`src/rtl/alu_seq.sv`:
```
// alu_seq: handshaked ALU, single-cycle ops plus optional iterative multiplier.
// Ports: in_valid/in_ready + x,y,funct in; out_valid/out_ready + result,eq,lt out.
// Macro ALU_SEQ_MUL_EN enables the shift-add multiplier (funct 1000).
module alu_seq #(
  parameter int WIDTH = 8
) (
  input  logic             clk,
  input  logic             reset,
  input  logic             in_valid,
  output logic             in_ready,
  input  logic [WIDTH-1:0] x,
  input  logic [WIDTH-1:0] y,
  input  logic [3:0]       funct,
  output logic             out_valid,
  input  logic             out_ready,
  output logic [WIDTH-1:0] result,
  output logic             eq,
  output logic             lt
);

  localparam int SHW = $clog2(WIDTH);

  typedef enum logic [1:0] {
    IDLE,
    BUSY,
    DONE
  } state_e;

  state_e           state_q, state_d;
  logic [WIDTH-1:0] res_q, res_d;
  logic             eq_q, eq_d;
  logic             lt_q, lt_d;

  logic [WIDTH-1:0] alu_res;
  logic             alu_eq;
  logic             alu_lt;
  logic             is_mul;
  logic             big_y;
  logic             fire;

  // WIDTH is a power of two, so y >= WIDTH iff any bit above the shamt field is set
  assign big_y = |(y >> SHW);

  assign in_ready = ~reset &
                    ((state_q == IDLE) |
                     ((state_q == DONE) & out_ready));
  assign fire     = in_valid & in_ready;

  always_comb begin
    alu_res = '0;
    alu_eq  = 1'b0;
    alu_lt  = 1'b0;
    is_mul  = 1'b0;
    unique case (funct)
      4'b0101: alu_res = x + y;
      4'b0100: alu_res = x - y;
      4'b1110: alu_res = big_y ? '0 : x << y[SHW-1:0];
      4'b0111: alu_res = big_y ? '0 : x >> y[SHW-1:0];
      4'b0001: alu_res = x ^ y;
      4'b0011: alu_res = x & y;
      4'b0010: alu_res = x | y;
      4'b0110: begin
        alu_res = x;
        alu_eq  = (x == y);
        alu_lt  = (x < y);
      end
`ifdef ALU_SEQ_MUL_EN
      4'b1000: is_mul = 1'b1;
`endif
      // SH: y[SHW] selects direction, y[SHW-1:0] the amount
      default: alu_res = y[SHW] ? x >> y[SHW-1:0]
                                : x << y[SHW-1:0];
    endcase
  end

`ifdef ALU_SEQ_MUL_EN
  logic [WIDTH-1:0] acc_q, acc_d;
  logic [WIDTH-1:0] mc_q, mc_d;
  logic [WIDTH-1:0] mp_q, mp_d;
  logic [SHW-1:0]   cnt_q, cnt_d;
  logic [WIDTH-1:0] acc_nx;

  // multiplicand shifts up, multiplier shifts down; high bits fall off
  assign acc_nx = acc_q + (mp_q[0] ? mc_q : '0);
`endif

  always_comb begin
    state_d = state_q;
    res_d   = res_q;
    eq_d    = eq_q;
    lt_d    = lt_q;
`ifdef ALU_SEQ_MUL_EN
    acc_d   = acc_q;
    mc_d    = mc_q;
    mp_d    = mp_q;
    cnt_d   = cnt_q;
`endif
    unique case (state_q)
      IDLE, DONE: begin
        if ((state_q == DONE) && out_ready) state_d = IDLE;
        if (fire) begin
          if (is_mul) begin
            state_d = BUSY;
`ifdef ALU_SEQ_MUL_EN
            acc_d   = '0;
            mc_d    = x;
            mp_d    = y;
            cnt_d   = '0;
`endif
          end else begin
            state_d = DONE;
            res_d   = alu_res;
            eq_d    = alu_eq;
            lt_d    = alu_lt;
          end
        end
      end
      BUSY: begin
`ifdef ALU_SEQ_MUL_EN
        acc_d = acc_nx;
        mc_d  = mc_q << 1;
        mp_d  = mp_q >> 1;
        cnt_d = cnt_q + 1'b1;
        if (&cnt_q) begin
          state_d = DONE;
          res_d   = acc_nx;
          eq_d    = 1'b0;
          lt_d    = 1'b0;
        end
`else
        state_d = IDLE;
`endif
      end
      default: state_d = IDLE;
    endcase
  end

  always_ff @(posedge clk) begin
    if (reset) begin
      state_q <= IDLE;
      res_q   <= '0;
      eq_q    <= 1'b0;
      lt_q    <= 1'b0;
    end else begin
      state_q <= state_d;
      res_q   <= res_d;
      eq_q    <= eq_d;
      lt_q    <= lt_d;
    end
  end

`ifdef ALU_SEQ_MUL_EN
  always_ff @(posedge clk) begin
    if (reset) begin
      acc_q <= '0;
      mc_q  <= '0;
      mp_q  <= '0;
      cnt_q <= '0;
    end else begin
      acc_q <= acc_d;
      mc_q  <= mc_d;
      mp_q  <= mp_d;
      cnt_q <= cnt_d;
    end
  end
`endif

  assign out_valid = (state_q == DONE);
  assign result    = res_q;
  assign eq        = eq_q;
  assign lt        = lt_q;

endmodule

```
`config.mk`:
```
export PLATFORM = sky130hd
export DESIGN_NAME = alu_seq
export DESIGN_NICKNAME = d
export VERILOG_FILES = /design/src/rtl/alu_seq.sv
export SDC_FILE = /design/constraint.sdc
export NUM_CORES = 1
export LEC_CHECK = 0
export ABC_AREA = 1
export BUFFER_PORTS_ARGS = -buffer_cell sky130_fd_sc_hd__buf_2
export CAP_MARGIN = 20
export CORE_UTILIZATION = 60
export CTS_CLUSTER_DIAMETER = 80
export DETAILED_ROUTE_END_ITERATION = 16
export PLACE_DENSITY = 0.83
export SLEW_MARGIN = 20
export SYNTH_ARGS = -nofsm -noshare
export SYNTH_HDL_FRONTEND = slang
export SYNTH_SLANG_ARGS = --single-unit
export TNS_END_PERCENT = 5
```
`constraint.sdc`:
```
create_clock -name clk -period 5.7 [get_ports clk]
set_input_delay 0.57 -clock clk [delete_from_list [all_inputs] [get_ports clk]]
set_output_delay 0.57 -clock clk [all_outputs]
set_load 0.03 [all_outputs]
```
* Yosys cells after proc, flatten, opt, wreduce, memory -nomap -nowiden
Index checks and enable logic that the tools add are counted. Widths: inputs -> output; s select.
Word-level totals: output and inout bits 12, register bits 11, input port bits 24, logic and storage cells 42
Cells by class: bitwise gates (word level) 9, shift-type cells 2, mux-type cells 8, $lt $le $gt $ge 1, reduce and logical (&&, ||, !) cells 7, equal/unequal tests 9, add/sub/neg operators 2
Operators by type and width (count):
- $pmux 8 s8 | 1
- $mux 8 | 3
- $eq 4x3->1 const B | 4
- $add 8x8->8 | 1
- $and 8x8->8 | 1
- $eq 4x2->1 const B | 2
- $eq 8x8->1 | 1
- $lt 8x8->1 | 1
- $or 8x8->8 | 1
- $shl 8x3->8 | 1
- $shr 8x3->8 | 1
- $sub 8x8->8 | 1
- $xor 8x8->8 | 1
- $reduce_or 5->1 | 1
- $eq 4x1->1 const B | 1
- $eq 4x4->1 const B | 1
- $mux 2 | 2
- $reduce_or 2->1 | 2
- $and 1x1->1 | 3
- $logic_not 2->1 | 1
- $mux 1 | 2
- $not 1->1 | 2
- $reduce_and 2->1 | 1
- $reduce_bool 2->1 | 1
- 2 further kinds | 2

* Depth between registers and ports, before layout
Gate-level depths: netlist (run 1).
depth in word-level cells 5, depth in mapped cells 16, mapped depth without buffers 15

* Least setup slack after synthesis (run 1)
Ideal clock, no wire load.
path kind input to register, from in y[3], to reg res_q[6] (netlist: result[6]), stages 16, data arrival time 2.116 ns, path buffers 2, setup slack 3.475 ns, required time 5.591 ns, setup time 0.109 ns, path through buf_2 > clkinv_1 > ha_1 > buf_2 > nor2_1 > nand2_1 > nand2_1 > nand2_1 > nand2_1 > nand2_1 > nand2_1 > nor2_1 > nor2_1 > nand3_1 > nand2_1 > inv_1
On the way: longest elaborated chain between the ends 3, elaborated cells on any way between the ends 7
Ends and longest elaborated chain:
- start, declared | line 12 | input logic [WIDTH-1:0] y,
- parallel branches: the longest is 2 deep, another holds $sub 8x8->8
- $pmux 8 s8 (*) | line 54 | unique case (funct)
- end signal, assigned | line 146 | res_q <= res_d;
- end, declared | line 30 | logic [WIDTH-1:0] res_q, res_d;
Every way passes the cells marked *. A chain may end at the register's enable or synchronous reset.

* Worst setup path after layout (run 1)
Same ends and word-level chain as after synthesis.

==> out/qor.yml, run 1 <==
worst_setup_path:
  r2r_slack_ns: 4.09
  slowest_stage: "ha_1"
  critPathTopFamily: "simple AND/OR/NAND/NOR gates"
  end_kind: "flip-flop"
  startpoint_type: "primary input"
  path_class: "in2reg"
  arrival_ns: 2.65
  cpMostUsedCell: "nand2_1"
  slowest_delay_ns: 0.50
  crit_chain: "buf_2, clkinv_1, ha_1, nor2_1, nand2_1, nand2_1, nand2_1, nand2_1, nand2_1, nand2_1, nor2_1, nor2_1, nand3_1, nand2_1, inv_1"
  critPathBufInv: 3
  critPathRequiredTime_ns: 5.83
  critPathMaxFanout: 12
routing:
  drt_wl_total_um: 7470
  drc: 0
  vias: 2973
  drt_first_iter_violations: 282
  drtAntennaViolNets: 0
  dr.pass1.iters: 6
  wl_per_cell_um: 14.8
  vias_per_cell: 5.90
final_layout:
  drive_above_1_share: 0.145
  final_cell_mix: "nand2_1 (119), nand3_1 (69), inv_1 (48)"
  area_delta_synth_final_pct: 9.00
  fillers: 353
  multi_input_area_sq_um: 1860
  stdcell_area_sq_um: 2590
  final_cells: 504
  diodes: 0
  regArea_sq_um: 220
  layout_commonest_cell: "nand2_1"
  final_util: 0.693
  nNetsFinal: 509
place:
  place_area_sq_um: 2550
  place_ws_ns: 3.00
  place_hpwl_um: 6090
  gp_congestion: 1.00
  dp_cells: 500
  portBuffers: 35
sta:
  slew_headroom: 0.616
  finClkSkew_ns: 0.00330
  worst_slew_pin_slew_ns: 0.574
  period_minus_slack_ns: 2.52
  setup_slack_ns: 3.18
  final_hold_viol_count: 0
  finalSetupTns_ns: 0
  rsz0062_at_grt: "no"
  fmax_mhz: 397
  maxSlewViolCount: 0
  post-route-period-util: 0.442
  setup_violations: 0
synthesis:
  synth_nets: 478
  synth_cells: 426
  ys_ff_latch: 11
  syn-cell-area_sq_um: 2380
  synth_cell_type_count: 36
  seq_area_frac_synth: 0.0926
  yosysWarnings: 0
  avgSynthCellArea_sq_um: 5.58
die:
  die_height_um: 65.0
  rows: 22
  start_util: 0.635
  dieArea_sq_um: 4220
  core-area_sq_um: 3740
  die_x_um: 65.0
  io_pins: 36
global_routing:
  antenna_found_initial: 0
  grt_usage: 0.382
  grt_pass1_wl_um: 12600
  grt_pass1_vias: 2635
  grt_max_degree: 21
  grt_remaining_overflow: 0
power_and_ir_drop:
  powerDensity_nw_per_um2: 137
  p_sw_frac: 0.465
  pwr-share-seq: 0.241
  internal-power_uw: 191
  cellLeakagePower_uw: 0.00143
  p_sw_uw: 166
  ir_drop_mv: 0.0554
  power_frac_comb: 0.542
  p_clk_frac: 0.218
clock_tree:
  post_cts_buffers: 0
  cts.sinks: 11
  cts_hold_buf: 0
  clk_latency_ns: 0.24
  cts_root_buffer: "clkbuf_8"
  h-tree-depth: 1
  cts_tree: "built"
  ctsResizeCount: 0
  clk_path_buf_depth: 2
  cts_made_buffers: 3
  path_clk_slew_ns: 0.05
worst_hold_path:
  hp-class: "reg2reg"
run:
  cap_violations: 0
run_status:
  outcome: "completed"
-- final timing paths --
kind / startpoint / endpoint / depth (start not counted)
worst max-delay path: y[3] / result[6] / 15
worst min-delay path: result[4] / result[4] / 2
worst max register to register: state_q[1] / result[7] / 6
worst min register to register: result[4] / result[4] / 2
-- cells by family (layout without fill, tap and decap cells) --
group | count (synthesis) | count (layout) | share of synthesized area
adder cells (fa/ha/maj) | 28 | 28 | 0.154
buffers and inverters | 69 | 99 | 0.125
AND/OR/NAND/NOR | 251 | 251 | 0.472
flip-flops | 11 | 11 | 0.0926
AO/OA/AOI/OAI | 67 | 67 | 0.157
-- power by group through the flow --
stage | sequential [uW] | combinational [uW] | clock (uW)
4_1_cts | 85.7 | 188 | 76.8
3_5_place_dp | 87.2 | 187 | 0
6_report | 85.7 | 193 | 77.5
2_1_floorplan | 98.2 | 123 | 0
3_3_place_gp | 86.9 | 184 | 0
5_1_grt | 86.3 | 215 | 81.7
-- stage by stage --
step                power (uW)  hold WS, ns
global route               383        0.501
detailed placement         274        0.466
CTS                        351        0.474
global placement           271        0.459
floorplan                  222        0.597
finish                     356        0.471
-- area by class of cell --
class	instances	share of cell area
Clock buffer	4	0.0174
Inverter	60	0.0888
Multi-Input combinational cell	346	0.718
Sequential cell	11	0.0849
Tap cell	48	0.0232
Timing Repair Buffer	35	0.0676
-- cell usage after synthesis, drive strengths merged --
master	instances	share of area
nand2	127	0.21
o41ai	1	0.0037
a31oi	1	0.0026
buf	9	0.028
nor2	38	0.066
o21bai	1	0.0032
o21ai	22	0.048
o21a	3	0.0095
fa	2	0.017
ha	26	0.14
nand3b	2	0.0063
o211ai	2	0.0063
nand3	71	0.15
nand4	4	0.013
and2	1	0.0026
dfxtp	11	0.093
inv	58	0.094
nor3	8	0.021
clkinv	2	0.0032
o31ai	1	0.0032
o2bb2ai	1	0.0037
o2111ai	1	0.0037
a21oi	30	0.063
o22ai	4	0.011
-- routing by layer --
layer | global-route usage | wire [um] | vias up
met5 | 0 | 0 | -
met4 | 0.111 | 155 | 0
met3 | 0.0370 | 742 | 16
met2 | 0.594 | 3200 | 171
met1 | 0.550 | 3370 | 1327
li1 | - | - | 1459
-- state kept, by name (all words and copies together), names as in the netlist --
signal   cells
result       8
eq           1
lt           1
state_q      1
-- tightest hold or removal path: cells and delay by family, from the launching register on --
family / cells / cell delay, ns
and+or+nand+nor: 2 / 0.12
DFF: 1 / 0.30
Power figures use the tool's default switching activity.
==> inputs of run 2 (changes only) <==
--- a/config.mk
+++ b/config.mk
@@ -8,10 +8,10 @@
 export ABC_AREA = 1
 export BUFFER_PORTS_ARGS = -buffer_cell sky130_fd_sc_hd__buf_2
 export CAP_MARGIN = 20
-export CORE_UTILIZATION = 60
+export CORE_UTILIZATION = 59
 export CTS_CLUSTER_DIAMETER = 80
 export DETAILED_ROUTE_END_ITERATION = 16
-export PLACE_DENSITY = 0.83
+export PLACE_DENSITY = 0.82
 export SLEW_MARGIN = 20
 export SYNTH_ARGS = -nofsm -noshare
 export SYNTH_HDL_FRONTEND = slang
==> constraint.sdc (replaced) <==
create_clock -name clk -period 2.36 [get_ports clk]
set_input_delay 0.236 -clock clk [delete_from_list [all_inputs] [get_ports clk]]
set_output_delay 0.236 -clock clk [all_outputs]
set_load 0.03 [all_outputs]
==> out/qor.yml, run 2 (same netlist as run 1, synthesis figures left out) <==
clock_tree:
  cts_tree: "built"
  path_clk_slew_ns: 0.05  # about the same
  ctsResizeCount: 0  # unchanged
  cts_root_buffer: "clkbuf_8"
  cts_made_buffers: 3  # unchanged
  clk_path_buf_depth: 2  # unchanged
  cts_hold_buf: 0  # unchanged
  clk_latency_ns: 0.24  # about the same
  cts.sinks: 11  # unchanged
  post_cts_buffers: 0  # unchanged
  h-tree-depth: 1  # unchanged
worst_setup_path:
  slowest_delay_ns: 0.36  # -0.14 ns
  critPathBufInv: 4  # +1
  end_kind: "flip-flop"
  r2r.worst_path.cells: 6  # unchanged
  arrival_ns: 2.12  # -0.53 ns
  critPathRequiredTime_ns: 2.50  # -3.33 ns
  critPathTopFamily: "simple AND/OR/NAND/NOR gates"
  slowest_stage: "fa_1"
  critPathMaxFanout: 4  # -8
  path_class: "in2reg"
  cpMostUsedCell: "nand2_1"
  startpoint_type: "primary input"
  cp.depth: 16  # +1
  crit_chain: "buf_2, inv_1, ha_1, fa_1, inv_1, nand2_1, nand2_1, nand2_1, nand2_1, nand2_1, nand2_1, nor2_1, nor2_1, nand3_1, nand2_1, inv_1"
sta:
  fmax_mhz: 505
  worst_slew_pin_slew_ns: 0.586  # +0.0117 ns
  slew_headroom: 0.609  # -0.00784
  finalSetupTns_ns: 0  # unchanged
  post-route-period-util: 0.839
  setup_slack_ns: 0.379  # -2.80 ns
  finClkSkew_ns: 0.000148  # -0.00316 ns
  final_hold_viol_count: 0  # unchanged
  setup_violations: 0  # unchanged
  rsz0062_at_grt: "no"
  maxSlewViolCount: 0  # unchanged
  period_minus_slack_ns: 1.98
run_status:
  outcome: "completed"
place:
  gp_congestion: 1.07  # +7.1%
  place_ws_ns: 0.206  # -2.79 ns
  portBuffers: 35  # unchanged
  place_hpwl_um: 6070  # -0.32%
  place_area_sq_um: 2580  # +1.5%
die:
  core-area_sq_um: 3770  # +0.74%
  die_x_um: 65.5  # +0.82%
  dieArea_sq_um: 4290  # +1.7%
  start_util: 0.631  # -0.00464
  io_pins: 36  # unchanged
  rows: 22  # unchanged
  die_height_um: 65.5  # +0.82%
worst_hold_path:
  whs_path_depth: 2  # unchanged
  hp-class: "in2reg"
global_routing:
  grt_remaining_overflow: 0  # unchanged
  grt_max_degree: 19  # -9.5%
  antenna_found_initial: 0  # unchanged
  grt_usage: 0.369  # -0.0133
  grt_pass1_wl_um: 12300  # -2.2%
  grt_pass1_vias: 2589  # -1.7%
routing:
  vias_per_cell: 5.84  # -1.0%
  drt_first_iter_violations: 417  # +48%
  drc: 0  # unchanged
  vias: 2972  # -0.034%
  wl_per_cell_um: 14.9  # +0.54%
  drt_wl_total_um: 7580  # +1.5%
  drtAntennaViolNets: 0  # unchanged
  dr.pass1.iters: 6  # unchanged
final_layout:
  largest_register_ffs: 8  # unchanged
  stdcell_area_sq_um: 2630  # +1.4%
  fillers: 382  # +8.2%
  multi_input_area_sq_um: 1860  # unchanged
  area_delta_synth_final_pct: 10.6
  drive_above_1_share: 0.154  # +0.00928
  diodes: 0  # unchanged
  regArea_sq_um: 220  # unchanged
  final_cell_mix: "nand2_1 (119), nand3_1 (69), inv_1 (48)"
  layout_commonest_cell: "nand2_1"
  nNetsFinal: 514  # +0.98%
power_and_ir_drop:
  cellLeakagePower_uw: 0.00146  # +1.7%
  powerDensity_nw_per_um2: 331  # +140%
  ir_drop_mv: 0.141  # +150%
run:
  cap_violations: 0  # unchanged
## run 2: cell count changes in the layout (fill, tap and decap cells not counted)
cell,previous run,this run
buf_4,0,5
## run 2: power breakdown
group | switching, uW | internal [uW] | total (uW)
logic | 327 | 148 | 475
registers | 6.87 | 200 | 207
clock network | 69.9 | 119 | 188
total | 404 | 467 | 870
## run 2: layer usage
| metal | up-vias | track usage | part of all wire |
|---|---|---|---|
| li1 | 1470 | - | - |
| met1 | 1279 | 0.545 | 0.43 |
| met2 | 204 | 0.557 | 0.42 |
| met3 | 19 | 0.0451 | 0.13 |
| met4 | 0 | 0.0951 | 0.021 |
| met5 | - | 0 | 0 |
## run 2: stage by stage
step	utilization	total power (uW)	instances	hold WS, ns
3_5_place_dp	0.685	670	505	0.431
3_3_place_gp	0.685	665	505	0.430
2_1_floorplan	-	535	426	0.308
5_1_grt	0.697	930	509	0.192
6_report	0.697	870	509	0.184
4_1_cts	0.697	860	509	0.182
## run 2: final timing paths
kind / start / end / slack (ns)
worst min register to register: result[4] / result[4] / 0.47
worst max-delay path: x[0] / result[6] / 0.38
worst min-delay path: reset / state_q[1] / 0.18
worst max register to register: state_q[1] / result[1] / 0.74
## run 2: cell type report
cell class	instances	area share
Inverter	60	0.0875
Timing Repair Buffer	40	0.0809
Multi-Input combinational cell	346	0.708
Tap cell	48	0.0228
Clock buffer	4	0.0171
Sequential cell	11	0.0837
